**config.mk**
```make
export PLATFORM = sky130hd
export DESIGN_NAME = ftsd_serial_rx
export DESIGN_NICKNAME = d
export VERILOG_FILES = /design/src/rtl/ftsd_serial_rx.sv
export SDC_FILE = /design/constraint.sdc
export NUM_CORES = 1
export LEC_CHECK = 0
export ABC_CLOCK_PERIOD_IN_PS = 1500
export CAP_MARGIN = 20
export CORE_MARGIN = 8
export CORE_UTILIZATION = 49
export CTS_BUF_LIST = sky130_fd_sc_hd__clkbuf_8 sky130_fd_sc_hd__clkbuf_16
export DETAILED_ROUTE_END_ITERATION = 8
export GPL_TIMING_DRIVEN = 0
export PLACE_DENSITY = 0.85
export SLEW_MARGIN = 20
export SYNTH_ARGS = -nofsm -noshare
export SYNTH_HDL_FRONTEND = slang
export SYNTH_SLANG_ARGS = --single-unit
```
**constraint.sdc**
```tcl
create_clock -name clk -period 1.5 [get_ports clk]
set_input_delay 0.375 -clock clk [delete_from_list [all_inputs] [get_ports clk]]
set_output_delay 0.375 -clock clk [all_outputs]
set_load 0.01 [all_outputs]
```
**src/rtl/ftsd_serial_rx.sv**
```systemverilog
// Serial receiver for the four-digit display link.
// Rebuilds digit0..digit3 from a framed, oversampled one-wire stream.
module ftsd_serial_rx #(
  parameter int OVERSAMPLE = 4,
  parameter int DIGITS     = 4
) (
  input  logic       clk,
  input  logic       rst,
  input  logic       sample_en,
  input  logic       rxd,
  output logic [3:0] digit0,
  output logic [3:0] digit1,
  output logic [3:0] digit2,
  output logic [3:0] digit3,
  output logic       frame_valid,
  output logic       frame_err,
  output logic       busy
);

  localparam int NB = 4 * DIGITS;
  localparam int TW = $clog2(OVERSAMPLE);

  localparam logic [TW-1:0] T_MID  = TW'(OVERSAMPLE / 2 - 1);
  localparam logic [TW-1:0] T_END  = TW'(OVERSAMPLE - 1);
  localparam logic [4:0]    B_LAST = 5'(NB - 1);

  typedef enum logic [2:0] {
    IDLE,
    START,
    DATA,
    STOP,
    WAIT_HIGH
  } state_t;

  state_t          state_q, state_n;
  logic [TW-1:0]   tick_q, tick_n;
  logic [4:0]      bit_q, bit_n;
  logic [NB-1:0]   sr_q, sr_n;
  logic [NB-1:0]   dig_q, dig_n;
  logic            valid_n, err_n;
  logic [1:0]      sync_q;
  logic            rxd_s;

  // Synchronizer runs every clk so the line is never stale on a strobe
  always_ff @(posedge clk or posedge rst) begin
    if (rst) sync_q <= 2'b11;
    else     sync_q <= {sync_q[0], rxd};
  end

  assign rxd_s = sync_q[1];

  always_ff @(posedge clk or posedge rst) begin
    if (rst) begin
      state_q     <= IDLE;
      tick_q      <= '0;
      bit_q       <= '0;
      sr_q        <= '0;
      dig_q       <= '0;
      frame_valid <= 1'b0;
      frame_err   <= 1'b0;
    end else begin
      state_q     <= state_n;
      tick_q      <= tick_n;
      bit_q       <= bit_n;
      sr_q        <= sr_n;
      dig_q       <= dig_n;
      frame_valid <= valid_n;
      frame_err   <= err_n;
    end
  end

  always_comb begin
    state_n = state_q;
    tick_n  = tick_q;
    bit_n   = bit_q;
    sr_n    = sr_q;
    dig_n   = dig_q;
    valid_n = 1'b0;
    err_n   = 1'b0;
    if (sample_en) begin
      unique case (state_q)
        IDLE: begin
          if (!rxd_s) begin
            tick_n  = '0;
            state_n = START;
          end
        end
        START: begin
          if (tick_q == T_MID) begin
            tick_n = '0;
            if (!rxd_s) begin
              bit_n   = '0;
              state_n = DATA;
            end else begin
              state_n = IDLE;
            end
          end else begin
            tick_n = tick_q + 1'b1;
          end
        end
        DATA: begin
          if (tick_q == T_END) begin
            sr_n   = {rxd_s, sr_q[NB-1:1]};
            tick_n = '0;
            bit_n  = bit_q + 5'd1;
            if (bit_q == B_LAST) state_n = STOP;
          end else begin
            tick_n = tick_q + 1'b1;
          end
        end
        STOP: begin
          if (tick_q == T_END) begin
            tick_n = '0;
            if (rxd_s) begin
              dig_n   = sr_q;
              valid_n = 1'b1;
              state_n = IDLE;
            end else begin
              err_n   = 1'b1;
              state_n = WAIT_HIGH;
            end
          end else begin
            tick_n = tick_q + 1'b1;
          end
        end
        WAIT_HIGH: begin
          if (rxd_s) state_n = IDLE;
        end
        default: state_n = IDLE;
      endcase
    end
  end

  assign busy   = (state_q != IDLE);
  assign digit0 = dig_q[3:0];
  assign digit1 = dig_q[7:4];
  assign digit2 = dig_q[11:8];
  assign digit3 = dig_q[15:12];

endmodule

```
# Yosys cells after proc, flatten, opt, wreduce, memory -nomap -nowiden

Cells that the tools add are included.

Memories: 0
RAM bits: 0
Latch bits: 0
Flip-flop bits (word level): 46
Bits of input ports: 4
Logic and storage cells: 59
Bits in read-only memories: 0
Output and inout bits: 19

$mul: 0
Reductions and logical operators: 10
Magnitude comparators: 0
Shift operators: 0
Add/sub/neg operators: 2
Divide/modulo/power cells: 0
Eq/ne operators: 14
Bitwise gates (word level): 0
Muxes and demuxes: 25

Operators by type and width:

| kind                                                            | count |
|---|---|
| 3-bit 2-to-1 mux                                                | 7 |
| 5-bit 2-to-1 mux                                                | 3 |
| 3-bit case mux with 5 select lines                              | 1 |
| 2-bit != test, second input constant                            | 7 |
| 5-bit case mux with 2 select lines                              | 1 |
| 1-bit 2-to-1 mux                                                | 8 |
| 2-bit 2-to-1 mux                                                | 4 |
| 7-bit AND reduction                                             | 1 |
| 3-bit by 2-bit == test with 1-bit output, second input constant | 2 |
| 2-bit case mux with 3 select lines                              | 1 |
| 3-bit AND reduction                                             | 2 |
| 3-bit nonzero test                                              | 2 |
| 5-bit by 1-bit adder with 5-bit output, second input constant   | 1 |
| 5-bit by 4-bit == test with 1-bit output, second input constant | 1 |
| 5-bit AND reduction                                             | 1 |
| 4-bit AND reduction                                             | 1 |
| 3-bit by 1-bit == test with 1-bit output, second input constant | 1 |
| 3-bit == test, second input constant                            | 1 |
| 3-bit zero test                                                 | 1 |
| 2-bit by 1-bit adder with 2-bit output, second input constant   | 1 |
| 2-bit by 1-bit == test with 1-bit output, second input constant | 1 |
| 2-bit == test, second input constant                            | 1 |
| 2-bit nonzero test                                              | 1 |
| 2-bit OR reduction                                              | 1 |

# Logic depth before layout (Yosys ltp)

Gate-level depths: netlist (run 1).

Depth in word-level cells: 4
Depth in mapped cells: 6
Mapped depth without buffers: 6

# Worst setup path after synthesis (run 1)

No wires, ideal clock.

Path kind: register -> register
From: register tick_q[0]
To: register dig_q[10]
Path slack: -0.184 ns
Library setup time: 0.125 ns
Period minus slack after synthesis: 1.684 ns
Required time: 1.375 ns
Arrival time: 1.559 ns
Path buffers: 1
Cell stages (with the launch flop): 6
Path through: dfrtp_1 > ha_1 > nand3b_4 > nor2_2 > buf_2 > mux2_2

Longest elaborated chain between the ends: 2

Ends and longest elaborated chain:

| item                                 | line | source |
|---|---|---|
| from (decl)                          | 36   | `logic [TW-1:0] tick_q, tick_n;` |
| from (signal assigned)               | 63   | `tick_q <= tick_n;` |
| 2-bit == test                        | 112  | `if (tick_q == T_END) begin` |
| 4-bit AND reduction (no source line) | n/a  |  |
| to (signal assigned)                 | 66   | `dig_q <= dig_n;` |
| to (decl)                            | 39   | `logic [NB-1:0] dig_q, dig_n;` |

No other way between the ends.
A chain may end at the register's enable or synchronous reset.

# Worst setup path in the final report (run 1)

From: register tick_q[1]
To: register sr_q[4]

Longest elaborated chain between the ends: 2

Ends and longest elaborated chain:

| item                                 | line | source |
|---|---|---|
| 2-bit == test                        | 102  | `if (tick_q == T_END) begin` |
| 3-bit AND reduction (no source line) | n/a  |  |
| to (signal assigned)                 | 65   | `sr_q <= sr_n;` |
| to (decl)                            | 38   | `logic [NB-1:0] sr_q, sr_n;` |

No other way between the ends.

==> results of run 1 <==
[registers in the layout, summed over array words and instances (netlist names)]
register,flops
dig_q,16
tick_q,2
sync_q,2
state_q,3
bit_q,5
sr_q,16
frame_err,1
frame_valid,1
[final timing paths]
| kind | from | to | slack (ps) | cells past startpoint |
|---|---|---|---|---|
| max | tick_q[1]$_DFFE_PP0P_ | sr_q[4]$_DFFE_PP0P_ | -280 | 8 |
| min in group asynchronous | rst | sr_q[15]$_DFFE_PP0P_ | 370 | 2 |
| min | sync_q[0]$_DFF_PP1_ | sync_q[1]$_DFF_PP1_ | 360 | 0 |
| max reg2reg | tick_q[1]$_DFFE_PP0P_ | sr_q[4]$_DFFE_PP0P_ | -280 | 8 |
| max in group asynchronous | rst | state_q[2]$_DFFE_PP0P_ | 640 | 3 |
| min reg2reg | sync_q[0]$_DFF_PP1_ | sync_q[1]$_DFF_PP1_ | 360 | 0 |
[routing by layer]
layer / up-vias / part of all wire / GRT usage
met4: 0 / 0.029 / 0.0796
met1: 724 / 0.39 / 0.178
met5: - / 0 / 0
li1: 621 / - / -
met3: 13 / 0.043 / 0.0530
met2: 37 / 0.54 / 0.276
[repair_timing]
item | CTS | global route
gates cloned | 2 | 0
setup endpoints to repair | 56 | 41
gates resized for setup | 59 | 35
pin swaps | 8 | 8
setup buffers | 15 | 17
hold endpoints to repair | 0 | 0
[worst reg2reg max path, cell delays in order, from the launching register on]
cell      delay [ps]
dfrtp_1          390
buf_6            130
ha_4             150
nand3b_4          90
buf_12           140
nor3_4           170
buf_6            150
buf_6            140
mux2_4           300
[kinds of logic (layout without fill, tap and decap cells)]
| logic type | after synthesis | in the layout | share of synthesized area |
|---|---|---|---|
| AND/OR/NAND/NOR | 29 | 29 | 0.0956 |
| multiplexers | 34 | 34 | 0.196 |
| flip-flops | 46 | 46 | 0.596 |
| AO/OA/AOI/OAI | 17 | 17 | 0.0575 |
| adder cells (fa/ha/maj) | 5 | 5 | 0.0323 |
| buffers and inverters | 10 | 69 | 0.0226 |
[area by class of cell]
type	instances	area, µm²
Fill cell	253	1080
Buffer	3	45.0
Timing Repair Buffer	53	498
Multi-Input combinational cell	85	945
Tap cell	50	62.6
Clock buffer	5	68.8
Sequential cell	46	1160
Inverter	5	18.8
Clock inverter	3	41.3
[metrics by stage]
stage | TNS [ps] | total power [W] | instances
2_1_floorplan | -714 | 0.00192 | 141
3_3_place_gp | -53650 | 0.00204 | 213
3_5_place_dp | -22690 | 0.00210 | 214
4_1_cts | -6300 | 0.00317 | 239
5_1_grt | -9520 | 0.00367 | 250
6_report | -7200 | 0.00351 | 250
[layout by cell type, fill, tap and decap left out, types with 2 or more instances in the layout]
master,instances
nand2_2,2
and3_1,2
dfstp_2,2
mux2i_1,2
buf_4,16
buf_12,2
o21ai_0,6
clkbuf_8,5
dlygate4sd2_1,19
dfrtp_2,3
mux2_4,31
a21oi_1,2
ha_2,2
buf_6,13
dfrtp_1,41
nand2_1,4
inv_2,3
inv_1,3
clkdlybuf4s50_1,2
ha_4,2
nand3_1,2
buf_8,3
nor2_1,3
nand3_2,2
a21o_1,2
[power by group through the flow]
| stage | registers (W) | clock network (W) | logic [W] |
|---|---|---|---|
| finish | 0.00152 | 0.000919 | 0.00107 |
| global route | 0.00153 | 0.000995 | 0.00115 |
| CTS | 0.00148 | 0.000917 | 0.000767 |
| detailed placement | 0.00152 | 0 | 0.000582 |
| global placement | 0.00150 | 0 | 0.000539 |
| floorplan | 0.00149 | 0 | 0.000436 |
==> impl_results.md, run 1 <==
* Synthesized flop and latch total at 46
* Post-synth design cell area at between 1500 and 2000 µm²
* Critical-path top delay cell: dfrtp_1
* Peak Freq at around 560 MHz
* Vias in the first global route at 1461
* CP dominant cell by count: buf_6
* Main synth FF type: dfrtp_1
* Post-route ant nets at 0
* Global Route Usage Sum at 0.162
* Die W at between 70 and 80 µm
* Via count at about 1400
* CP Cell Sequence: buf_6 -> ha_4 -> nand3b_4 -> buf_12 -> nor3_4 -> buf_6 -> buf_6 -> mux2_4
* CTS tree: yes
* Fin worst setup slack at -284 ps
* Dominant cell type by area after synthesis: dfrtp_1
* Final Critical Period at approximately 1800 ps
* CP peak stage delay at about 390 ps
* Detailed Routing Iterations Pass 1 at 4
* LEAKAGE at 1.45 nW
* Synth top area cells: dfrtp_1, mux2_2, ha_1, dfstp_2, o21ai_0
* H-tree depth at 2
* Initial antenna violation count at 0
* Post-layout util at 0.725
* Total Wirelength at between 4000 and 5000 µm
* Most common cell in the netlist: dfrtp_1
* Worst Hold Slack at 360 ps
* Avg WL per Cell at 19.9 µm
* Final Slew Violations at 0
* Ant diodes at 0
* Placed instance area at 2300 µm²
* Sequential Power Share at 0.434
* Tcrit/Tclk final at 1.19
* Buf/Inv on CP at 4
* Mapped Avg Cell Area at 13.7 µm²
* Comb power frac at 0.304
* Maxcap violations at 0
* Hold bufs inserted after CTS at 0
* Worst-path clk slew at 90 ps
* Crit path arrival time at 1980 ps
* # setup viols final at 40
* Top cell type's share of synthesized area at 0.568
* Worst IR Drop VDD at ~0.001 V
* Skew final at between 9 and 10 ps
* Synth Instances at 141
* Worst slack, placed at -728 ps
* Largest net degree at the start of global routing at 29
* Max FO, Critical Path at 5
* Violated checks: negative setup slack
* Async SR Flop Fraction at 1.00
* Number of synthesized flops with an enable pin at 0
* Detail Placement HPWL at between 2000 and 3000 µm
* Sequential fraction of the synthesis area at 0.596
* Share of cells above drive strength 1 at 0.510
* Syn Nets at 150
* Die H at roughly 79 µm
* RSZ-0062 raised after global routing: yes
* Sw Pwr at between 0.001 and 0.0015 W
* Worst Hold Class: register to register
* Worst Setup End Kind: register
* Remaining global-route overflow at 0
* Worst Tran Pin Value at 488 ps
* Yosys warning count at 0
* Crit Path Category: register to register
* Post-route DRC at 0
* Via density at about 5.6
* IO Pins at 23
* First-pass GRT wire length at roughly 7700 µm
* Placer Congestion at 0.762
* Cell area after layout at around 2800 µm²
* CP delay by family, top: buffers and inverters
* CTS sink cnt at 46
* Clock tree buffer depth at 2
* Initial DRC Count at between 60 and 70
* Final Hold Viols at 0
* Slew headroom at 0.670
* WP data required at ~1700 ps
* Status: finished with violations
* Core ar. at roughly 3900 µm²
* PortBufs at 22
* Number of CTS-inserted buffers at 5
* P&R area growth vs syn at 46.4%
* Sw Ratio at 0.303
* Clock power frac at 0.262
* Initial Utilization at 0.495
* Startpoint Class: register
* Synth top cells by count: dfrtp_1, mux2_2, nand2_1, o21ai_0, ha_1
* Synth unique cells at 34
* Power per cell area at between 1000 and 1500 nW/µm²
* Final nets at 208
* Internal Power at ~0.0024 W
* Cell Rows at 23
* Clock Latency Late Sink at between 300 and 400 ps
* Die Area at approximately 6200 µm²
* Clk root buf: clkbuf_8
Power figures use the tool's default switching activity.
==> inputs of run 2 (changes only) <==
--- a/config.mk
+++ b/config.mk
@@ -9,10 +9,10 @@
 export CAP_MARGIN = 20
 export CORE_MARGIN = 8
 export CORE_UTILIZATION = 49
-export CTS_BUF_LIST = sky130_fd_sc_hd__clkbuf_8 sky130_fd_sc_hd__clkbuf_16
 export DETAILED_ROUTE_END_ITERATION = 8
 export GPL_TIMING_DRIVEN = 0
 export PLACE_DENSITY = 0.85
+export SETUP_SLACK_MARGIN = 0.15
 export SLEW_MARGIN = 20
 export SYNTH_ARGS = -nofsm -noshare
 export SYNTH_HDL_FRONTEND = slang
==> impl_results.md, run 2 (synthesis gave the netlist of run 1 again) <==
* Worst Hold Slack at 361 ps
* Total Wirelength at around 5200 µm
* Worst Tran Pin Value at 481 ps
* Final Critical Period at 1800 ps
* Clock Latency Late Sink at approximately 310 ps
* Initial Utilization at 0.495
* First-pass GRT wire length at between 7000 and 8000 µm
* IO Pins at 23
* Via count at between 1000 and 1500
* Crit path arrival time at 1980 ps
* Worst Hold Class: register to register
* Biggest regs: dig_q (16), sr_q (16), bit_q (5)
* # setup viols final at 40
* Slew headroom at 0.675
* Initial DRC Count at 53
* Fillers at 260
* PortBufs at 22
* Die H at ~79 µm
* Violated checks: negative setup slack
* Final Slew Violations at 0
* Crit Path Category: register to register
* Share of cells above drive strength 1 at 0.573
* LEAKAGE at roughly 1.4 nW
* Core ar. at approximately 4000 µm²
* Clock tree buffer depth at 2
* P&R area growth vs syn at 52.2%
* Most common cell after layout, fill and taps aside: dfrtp_1
* Vias in the first global route at 1460
* Via density at between 5 and 6
* Die Area at 6220 µm²
* Worst slack, placed at -758 ps
* Initial antenna violation count at 0
* Fin worst setup slack at -300 ps
* Largest net degree at the start of global routing at 47
* H-tree depth at 2
* Detailed Routing Iterations Pass 1 at 4
* Power per cell area at about 1200 nW/µm²
* CTS sink cnt at between 40 and 50
* Detail Placement HPWL at 2490 µm
* Die W at just under 80 µm
* Worst Setup End Kind: register
* Avg WL per Cell at ~20 µm
* Worst-path clk slew at 80 ps
* Remaining global-route overflow at 0
* Max FO, Critical Path at 3
* Maxcap violations at 0
* Final Hold Viols at 0
* Clk root buf: clkbuf_8
* CTS tree: yes
* RSZ-0062 raised after global routing: yes
* Post-route DRC at 0
* Most frequent cells in the layout: dfrtp_1, mux2_4, buf_4
* Tcrit/Tclk final at 1.20
* Peak Freq at ~560 MHz
* Skew final at 13.2 ps
* Status: finished with violations
* Ant diodes at 0
* Worst IR Drop VDD at ~0.00084 V
* Final nets at approximately 210
* Number of CTS-inserted buffers at 5
* Post-route ant nets at 0
* Post-layout util at 0.753
* Cell Rows at 23
* Startpoint Class: register
* Hold bufs inserted after CTS at 0
* WP data required at between 1500 and 2000 ps
* Global Route Usage Sum at 0.159
* Placer Congestion at approximately 0.84
==> run 2: final timing paths <==
path	depth (start not counted)	from	slack [ps]	endpoint
max reg2reg	7	tick_q[1]$_DFFE_PP0P_	-300	bit_q[3]$_DFFE_PP0P_
max in group asynchronous	3	rst	590	sync_q[1]$_DFF_PP1_
min	0	sync_q[0]$_DFF_PP1_	360	sync_q[1]$_DFF_PP1_
min in group asynchronous	2	rst	380	sr_q[7]$_DFFE_PP0P_
min reg2reg	0	sync_q[0]$_DFF_PP1_	360	sync_q[1]$_DFF_PP1_
max	7	tick_q[1]$_DFFE_PP0P_	-300	bit_q[3]$_DFFE_PP0P_
==> run 2: repair_timing <==
item	4_1_cts	5_1_grt
resized for setup	56	50
buffers inserted	23	9
cloned	2	0
pin swaps	11	8
setup endpoints to repair	61	57
==> run 2: layout make-up <==
type | instances | area [µm²] | area share
sequential | 46 | 1160 | 0.393
buffer | 5 | 66.3 | 0.0225
inverter | 5 | 22.5 | 0.00764
timing repair buffer | 57 | 533 | 0.181
multi-input combinational | 85 | 1000 | 0.340
tap | 50 | 62.6 | 0.0212
clock inverter | 1 | 8.76 | 0.00297
clock buffer | 7 | 96.3 | 0.0327
==> run 2: metrics by stage <==
stage / cell area [µm²] / setup TNS (ps) / power (W) / instances
finish: 2950 / -8990 / 0.00354 / 256
global route: 2950 / -9900 / 0.00371 / 256
CTS: 2740 / -6290 / 0.00326 / 246
detailed placement: 2350 / -22880 / 0.00214 / 213
global placement: 2350 / -20360 / 0.00209 / 213
floorplan: 2070 / -1330 / 0.00197 / 141
==> run 2: critical path, cell delays in order, from the launching register on <==
cell and delay [ps]:
dfrtp_1 410, buf_6 130, ha_4 140, nand3b_4 90, or3_4 340, buf_6 130
and2_4 140, a211o_1 300
==> run 2: per-layer routing <==
| metal | up-vias | track usage | wire length (µm) |
|---|---|---|---|
| li1 | 632 | - | - |
| met1 | 694 | 0.175 | 2040 |
| met2 | 41 | 0.283 | 2810 |
| met3 | 10 | 0.0463 | 265 |
| met4 | 0 | 0.0556 | 125 |
| met5 | - | 0 | 0 |
==> run 2: power by group <==
part	internal, W	switching [W]	leakage (nW)	total [W]
clock network	0.000422	0.000417	0.0544	0.000840
registers	0.00137	0.000124	0.615	0.00150
logic	0.000653	0.000550	0.765	0.00120
